## src/rtl/axi_lite_pkg.sv

```systemverilog
// Shared AXI4-Lite types for the command master.
// Holds the response codes, the FSM state encoding and the default bus widths.
package axi_lite_pkg;

    localparam int AXI_ADDR_W = 4;
    localparam int AXI_DATA_W = 32;

    typedef logic [1:0] resp_t;

    localparam resp_t RESP_OKAY   = 2'b00;
    localparam resp_t RESP_EXOKAY = 2'b01;
    localparam resp_t RESP_SLVERR = 2'b10;
    localparam resp_t RESP_DECERR = 2'b11;

    typedef enum logic [2:0] {
        IDLE,
        WR_REQ,
        WR_RESP,
        RD_REQ,
        RD_RESP,
        RSP
    } state_t;

    // States in which the master is waiting on the slave.
    function automatic logic is_bus_wait(state_t s);
        return (s == WR_REQ) || (s == WR_RESP) || (s == RD_REQ) || (s == RD_RESP);
    endfunction

endpackage

```

## src/rtl/axi_lite_cmd_master_watchdog.sv

```systemverilog
// Handshake watchdog: counts wait cycles and raises a sticky flag at the limit.
// The counter stops once the flag is set, so it never wraps.
module axi_lite_cmd_master_watchdog #(
    parameter int TIMEOUT_CYC = 256
) (
    input  logic clk_axi,
    input  logic axi_reset,
    input  logic clear,
    input  logic busy,
    output logic err_timeout
);

    localparam int CW = $clog2(TIMEOUT_CYC + 1);

    logic [CW-1:0] cnt;

    always_ff @(posedge clk_axi) begin
        if (axi_reset) begin
            cnt         <= '0;
            err_timeout <= 1'b0;
        end else if (clear) begin
            cnt         <= '0;
            err_timeout <= 1'b0;
        end else if (busy && !err_timeout) begin
            cnt <= cnt + 1'b1;
            if (cnt == CW'(TIMEOUT_CYC - 1))
                err_timeout <= 1'b1;
        end
    end

endmodule

```

## src/rtl/axi_lite_cmd_master.sv

```systemverilog
// AXI4-Lite initiator that turns single-beat commands into AW/W/B or AR/R transactions.
// One response is returned per command; every output is registered.
module axi_lite_cmd_master
    import axi_lite_pkg::*;
#(
    parameter int ADDR_W      = AXI_ADDR_W,
    parameter int DATA_W      = AXI_DATA_W,
    parameter int TIMEOUT_CYC = 256
) (
    input  logic                clk_axi,
    input  logic                axi_reset,

    input  logic                cmd_valid,
    output logic                cmd_ready,
    input  logic                cmd_write,
    input  logic [ADDR_W-1:0]   cmd_addr,
    input  logic [DATA_W-1:0]   cmd_wdata,
    input  logic [DATA_W/8-1:0] cmd_wstrb,

    output logic                rsp_valid,
    input  logic                rsp_ready,
    output logic                rsp_write,
    output logic [DATA_W-1:0]   rsp_rdata,
    output logic [1:0]          rsp_resp,
    output logic                err_timeout,

    output logic [ADDR_W-1:0]   awaddr,
    output logic                awvalid,
    input  logic                awready,
    output logic [DATA_W-1:0]   wdata,
    output logic [DATA_W/8-1:0] wstrb,
    output logic                wvalid,
    input  logic                wready,
    input  logic [1:0]          bresp,
    input  logic                bvalid,
    output logic                bready,
    output logic [ADDR_W-1:0]   araddr,
    output logic                arvalid,
    input  logic                arready,
    input  logic [DATA_W-1:0]   rdata,
    input  logic [1:0]          rresp,
    input  logic                rvalid,
    output logic                rready
);

    state_t state;
    logic   accept;
    logic   aw_fin;
    logic   w_fin;

    assign accept = (state == IDLE) && cmd_ready && cmd_valid;
    // A channel counts as finished if it already handshook or handshakes this cycle.
    assign aw_fin = !awvalid || awready;
    assign w_fin  = !wvalid  || wready;

    always_ff @(posedge clk_axi) begin
        if (axi_reset) begin
            state     <= IDLE;
            cmd_ready <= 1'b0;
            rsp_valid <= 1'b0;
            rsp_write <= 1'b0;
            rsp_rdata <= '0;
            rsp_resp  <= RESP_OKAY;
            awaddr    <= '0;
            awvalid   <= 1'b0;
            wdata     <= '0;
            wstrb     <= '0;
            wvalid    <= 1'b0;
            bready    <= 1'b0;
            araddr    <= '0;
            arvalid   <= 1'b0;
            rready    <= 1'b0;
        end else begin
            case (state)
                IDLE: begin
                    cmd_ready <= 1'b1;
                    if (accept) begin
                        cmd_ready <= 1'b0;
                        rsp_write <= cmd_write;
                        if (cmd_addr[1:0] != 2'b00) begin
                            rsp_resp  <= RESP_SLVERR;
                            rsp_rdata <= '0;
                            rsp_valid <= 1'b1;
                            state     <= RSP;
                        end else if (cmd_write) begin
                            awaddr  <= cmd_addr;
                            wdata   <= cmd_wdata;
                            wstrb   <= cmd_wstrb;
                            awvalid <= 1'b1;
                            wvalid  <= 1'b1;
                            state   <= WR_REQ;
                        end else begin
                            araddr  <= cmd_addr;
                            arvalid <= 1'b1;
                            state   <= RD_REQ;
                        end
                    end
                end
                WR_REQ: begin
                    if (awvalid && awready) awvalid <= 1'b0;
                    if (wvalid && wready)   wvalid  <= 1'b0;
                    if (aw_fin && w_fin) begin
                        bready <= 1'b1;
                        state  <= WR_RESP;
                    end
                end
                WR_RESP: begin
                    if (bvalid) begin
                        bready    <= 1'b0;
                        rsp_resp  <= bresp;
                        rsp_rdata <= '0;
                        rsp_valid <= 1'b1;
                        state     <= RSP;
                    end
                end
                RD_REQ: begin
                    if (arready) begin
                        arvalid <= 1'b0;
                        rready  <= 1'b1;
                        state   <= RD_RESP;
                    end
                end
                RD_RESP: begin
                    if (rvalid) begin
                        rready    <= 1'b0;
                        rsp_rdata <= rdata;
                        rsp_resp  <= rresp;
                        rsp_valid <= 1'b1;
                        state     <= RSP;
                    end
                end
                RSP: begin
                    if (rsp_ready) begin
                        rsp_valid <= 1'b0;
                        cmd_ready <= 1'b1;
                        state     <= IDLE;
                    end
                end
                default: state <= IDLE;
            endcase
        end
    end

    axi_lite_cmd_master_watchdog #(
        .TIMEOUT_CYC (TIMEOUT_CYC)
    ) u_watchdog (
        .clk_axi     (clk_axi),
        .axi_reset   (axi_reset),
        .clear       (accept),
        .busy        (is_bus_wait(state)),
        .err_timeout (err_timeout)
    );

endmodule

```

## config.mk

```make
export PLATFORM = sky130hd
export DESIGN_NAME = axi_lite_cmd_master
export DESIGN_NICKNAME = d
export VERILOG_FILES = /design/src/rtl/axi_lite_pkg.sv /design/src/rtl/axi_lite_cmd_master_watchdog.sv /design/src/rtl/axi_lite_cmd_master.sv
export SDC_FILE = /design/constraint.sdc
export NUM_CORES = 1
export LEC_CHECK = 0
export CORE_MARGIN = 2
export CORE_UTILIZATION = 42
export CTS_CLUSTER_DIAMETER = 40
export CTS_CLUSTER_SIZE = 28
export DETAILED_ROUTE_END_ITERATION = 6
export PLACE_DENSITY = 0.87
export SLEW_MARGIN = 25
export SYNTH_ARGS = -nofsm -noshare
export SYNTH_HDL_FRONTEND = slang
export SYNTH_SLANG_ARGS = --single-unit
```

## constraint.sdc

```tcl
create_clock -name clk_axi -period 2.1 [get_ports clk_axi]
set_input_delay 0.42 -clock clk_axi [delete_from_list [all_inputs] [get_ports clk_axi]]
set_output_delay 0.42 -clock clk_axi [all_outputs]
set_load 0.02 [all_outputs]
```

# --- Word-level counts from Yosys, hierarchy flattened ---
# Index checks and enable logic that the tools add are counted.
word_totals:
  regBits: 99
  out_inout_bits: 87
  input_bits: 86
classes:
  mux: 46
  n_eq_ne: 18
  bitwise_logic: 2
  reduce_logical: 37
  n_addsub: 1
op_table:
  columns: ["op", "count"]
  rows:
  - ["$mux 32", 4]
  - ["$pmux 32 s3", 1]
  - ["$ne 2x2->1 const B", 11]
  - ["$mux 3", 7]
  - ["$mux 1", 20]
  - ["$reduce_and 5->1", 4]
  - ["$pmux 3 s6", 1]
  - ["$pmux 1 s2", 6]
  - ["$reduce_and 6->1", 2]
  - ["$reduce_bool 2->1", 6]
  - ["$mux 2", 5]
  - ["$add 9x1->9 const B", 1]
  - ["$eq 9x8->1 const B", 1]
  - ["$reduce_and 4->1", 2]
  - ["$eq 3x2->1 const B", 2]
  - ["$eq 3x3->1 const B", 2]
  - ["$logic_and 1x1->1", 6]
  - ["$pmux 2 s3", 1]
  - ["$reduce_and 2->1", 3]
  - ["$reduce_and 3->1", 2]
  - ["$logic_or 1x1->1", 5]
  - ["$pmux 1 s4", 1]
  - ["$reduce_bool 4->1", 1]
  - ["$eq 3x1->1 const B", 1]
  - ["6 further kinds", 9]

# --- Logic depth before layout (Yosys ltp) ---
# Gate-level depths: netlist of run 1.
depth:
  word_depth: 6
  mapped_depth: 7
  mapped_depth_nobuf: 6

# --- By module ---
# From an unflattened synthesis of run 1, not the netlist that was laid out.
unflattened:
  hier_cells: 463
  hier_area_um2: 3991.3
modules_own_cells:
  columns: ["module", "cells_per_inst", "n_inst", "seq_area_each_um2", "area_each_um2"]
  rows:
  - ["axi_lite_cmd_master", 411, 1, 1781.7, 3525.9]
  - ["axi_lite_cmd_master_watchdog", 52, 1, 200.2, 465.4]

# --- Worst setup path before layout of run 1 ---
# No wires, ideal clock.
synth_path:
  path_type: "register to register"
  from: "reg state[1]"
  to: "reg u_watchdog.cnt[7]"
  t_arrival_ns: 1.653
  slack_ns: 0.374
  stages_incl_launch_ff: 7
  synth_period_minus_slack_ns: 1.726
  path_cell_list: "dfxtp_1 buf_6 o21a_4 or3_1 clkbuf_2 or4_1 a21oi_1"
synth_between:
  elab_chain_cells: 5
  word_cells_on_any_way: 12
synth_lines:
  columns: ["element", "line", "source"]
  rows:
  - ["start: declaration", "axi_lite_cmd_master.sv:46", "state_t state;"]
  - ["start signal: assignment", "axi_lite_cmd_master.sv:58", "state <= IDLE;"]
  - ["start signal: assignment", "axi_lite_cmd_master.sv:84", "state <= RSP;"]
  - ["start signal: assignment", "axi_lite_cmd_master.sv:91", "state <= WR_REQ;"]
  - ["$eq 3x1->1 / $eq 3x2->1 (equally long branches)", "axi_lite_pkg.sv:26", "return (s == WR_REQ) || (s == WR_RESP) || (s == RD_REQ) || (s == RD_RESP);"]
  - ["$logic_or 1x1->1 (3 in a row)", "axi_lite_pkg.sv:26", null]
  - ["$logic_and 1x1->1", "axi_lite_cmd_master_watchdog.sv:24", "end else if (busy && !err_timeout) begin"]
  - ["end signal: assignment", "axi_lite_cmd_master_watchdog.sv:25", "cnt <= cnt + 1'b1;"]
  - ["end: declaration", "axi_lite_cmd_master_watchdog.sv:15", "logic [CW-1:0] cnt;"]
# Several ways; a longest one is shown, not always the timed one.
# A chain may end at the register's enable or synchronous reset.

# --- Final worst setup path of run 1 ---
layout_path:
  from: "reg state[2]"
  to: "reg u_watchdog.cnt[7]"
# Same word-level chain as after synthesis.

==> results of run 1 <==
worst max-delay path by stage:
stage	slack, ns	cells past startpoint	end	from
CTS	0.20	1	cmd_ready	cmd_ready$_SDFFE_PP0P_
floorplan	0.37	6	u_watchdog.cnt[7]$_SDFFE_PP0P_	state[1]$_SDFFE_PP0P_
finish	0.20	4	u_watchdog.cnt[7]$_SDFFE_PP0P_	state[2]$_SDFFE_PP0P_
global placement	0.10	6	wdata[11]$_SDFFE_PP0P_	cmd_addr[0]
detailed placement	0.03	6	wdata[16]$_SDFFE_PP0P_	cmd_addr[0]
global route	0.09	4	u_watchdog.cnt[7]$_SDFFE_PP0P_	state[2]$_SDFFE_PP0P_
metrics by stage:
| step | cell area [um2] | hold WS [ns] | utilization [%] |
|---|---|---|---|
| after floorplan | 3923 | 0.4462 | - |
| after global placement | 5778 | 0.4406 | 63.13 |
| after global routing | 5979 | 0.4682 | 65.33 |
| after CTS | 5979 | 0.4569 | 65.33 |
| final | 5979 | 0.4596 | 65.33 |
| after detailed placement | 5778 | 0.4485 | 63.13 |
placed cells by master, fill, tap and decap left out, types with 3 or more instances in the layout:
cell type | netlist | routed
nor2b_1 | 4 | 4
nand3_1 | 7 | 7
nor3_1 | 8 | 8
nand2_1 | 118 | 118
clkbuf_8 | 0 | 11
nor2_1 | 20 | 19
buf_4 | 0 | 19
o21ai_0 | 36 | 36
a21oi_1 | 56 | 56
dfxtp_1 | 99 | 99
a311oi_1 | 3 | 3
clkdlybuf4s50_1 | 0 | 171
nand3b_1 | 3 | 3
nand4_1 | 33 | 33
inv_1 | 6 | 6
nor3b_1 | 3 | 3
mux2i_1 | 4 | 4
xnor2_1 | 3 | 3
and3_1 | 3 | 3
worst register-to-register path, cell delays in order (launching register included):
cell and delay, ns:
dfxtp_1 0.64, nor3_1 0.11, or3_1 0.43, or4_1 0.50
a21oi_1 0.15
cell type report:
cell class,count,area (um2)
inverters,7,26.28
multi-input cells,337,1752
clock inverters,3,46.29
flip-flops and latches,99,1982
fillers,720,3173
well taps,111,138.9
repair buffers,192,1879
clock buffers,12,155.1
power by group:
group | switching, mW | leakage [nW] | internal, mW
logic | 1.06 | 1.15 | 0.785
clock network | 0.634 | 0.0991 | 0.615
registers | 0.155 | 0.800 | 2.02
state kept, by name (all words and copies together), names as in the netlist, 2 cells and up:
name and flops:
rsp_resp 2, state 3, wstrb 4, rsp_rdata 32
wdata 32, awaddr 4, araddr 4, u_watchdog.cnt 9
cells by family after synthesis:
logic type | after synthesis | synth area share (%)
simple gates | 212 | 25.33
buf+inv | 46 | 4.880
flops | 99 | 50.53
xor+xnor | 3 | 0.6700
fa+ha+maj | 2 | 0.6379
compound gates | 116 | 16.94
mux | 4 | 1.021
layer usage:
| layer | global-route usage, % | vias to the layer above | share of wire, % |
|---|---|---|---|
| met4 | 6.744 | 0 | 1.3 |
| met5 | 0 | - | 0 |
| met3 | 8.530 | 13 | 11 |
| met2 | 39.54 | 200 | 48 |
| met1 | 29.13 | 1886 | 40 |
| li1 | - | 2007 | - |
==> summary.md, run 1 <==
| Metric | Value |
|---|---|
| Outcome | finished, final reports clean |
| Cells after Synth | 482 |
| Top_reg_cell synth | dfxtp_1 |
| CTS tree | done |
| Die Y | 100.6 um |
| Worst clock skew | 0.007716 ns |
| Worst Setup End Kind | register |
| Final Net Count | 734 |
| Starting Density | 42.86% |
| Crit-path cells | nor3_1, or3_1, or4_1, a21oi_1 |
| Share of layout cells above drive strength 1 | 6.462% |
| Peak VDD IR | 0.4336 mV |
| Die area | 10130 um2 |
| Post_cts resized | 0 |
| Clk pin slew, worst setup/hold paths | 0.09 ns |
| Ys async rst share | 0% |
| Hpwl dp | 8.890 mm |
| Largest net degree at the start of global routing | 41 |
| Final RePlAce weighted congestion | 0.8612 |
| Count of unique library cells instantiated by Yosys | 49 |
| Area leader, netlist | dfxtp_1 |
| Antenna fix cells | 0 |
| Fmax | 525.1 MHz |
| Final setup TNS | 0 ns |
| RSZ-0062 raised after global routing | false |
| Worst r2r src | state[2]$_SDFFE_PP0P_ |
| Final WL | 11.93 mm |
| Count leader, synth | nand2_1 |
| DP Worst Slack | 0.03289 ns |
| Worst r2r dst | u_watchdog.cnt[7]$_SDFFE_PP0P_ |
| Syn Area/Cell | 8.138 um2 |
| Hold Path Stages | 2 |
| Tmin final | 1.904 ns |
| Slowest CP cell | dfxtp_1 |
| Worst slew pin tran | 0.5060 ns |
| CP Class | reg2reg |
| Clk_lat worst skew | 0.35 ns |
| ANT nets after route | 0 |
| Crit start category | register |
| EDFF count, synth | 0 |
| Slowest cell delay on critical path | 0.64 ns |
| CTS hold repair buffers | 0 |
| First-pass GRT wire length | 19.36 mm |
| Synthesis-to-finish area growth | 52.44% |
| Core footprint | 9153 um2 |
| Mapped Nets | 570 |
| WP data arrival | 2.19 ns |
| #FFs+latches synth | 99 |
| Share of the synthesized area in the top cell type | 50.53% |
| CTS Buf Count | 9 |
| Tot Pwr | 5.276 mW |
| Worst reg2reg setup slack | 0.20 ns |
| Max Slew Vio Count | 0 |
| Largest cells by area after synthesis | dfxtp_1 (51%), nand2_1 (11%), a21oi_1 (7.1%) |
| Post-CTS Setup Inserts | 0 |
| Final setup violation count | 0 |
| Die width | 100.6 um |
| I/O Pins | 173 |
| WP buf/inv | 0 |
| Crit-path max FO | 16 |
| Min-Delay Endpoint | wdata[3]$_SDFFE_PP0P_ |
| Detailed router's first-iteration violation count | 326 |
| Worst setup slack after layout | 0.1957 ns |
| Dpl cells | 746 |
| Pre-Repair DR Iteration Count | 4 |
| Final hold vios | 0 |
| Synth top cells by count | nand2_1 (118), dfxtp_1 (99), a21oi_1 (56) |
| Static Leak | 2.048 nW |
| Critical path's top delay family | simple AND/OR/NAND/NOR gates |
| PortBufs | 172 |
| Sequential area share after synthesis | 50.53% |
| Initial antenna violation count | 0 |
| DRC Markers | 0 |
| Number of max-cap violations | 0 |
| Clock Tree Root | clkbuf_8 |
| Row count | 35 |
| Final Non-Filler Cells | 761 |
| Data required time of the worst path | 2.39 ns |
| WL/cell | 15.68 um |
| Worst Hold Class | reg2reg |
| Maximum clock insertion buffer count | 2 |
| Worst slew margin | 66.20% |
| Tcrit/Tclk final | 90.68% |
| Gr usage total | 23.82% |
| Synth Warn # | 0 |
| Pwr per Cell Area | 882.3 nW/um2 |
| Worst Min Path Start | wdata[3]$_SDFFE_PP0P_ |
| Mapped cell area | 3923 um2 |
| H-tree Lvls | 3 |
| Number of global-route vias before repair | 4035 |
| R2R cell count | 4 |
| Gr ovfl total | 0 |
| Via/cell ratio | 5.396 |
| Via count | 4106 |
| Clk sinks | 99 |
Power figures use the tool's default switching activity.
==> inputs of run 2 (changes only) <==
CAP_MARGIN = 20   (was default)
==> results of run 2 <==
Final layout, timing and power as in run 1 (identical DEF).
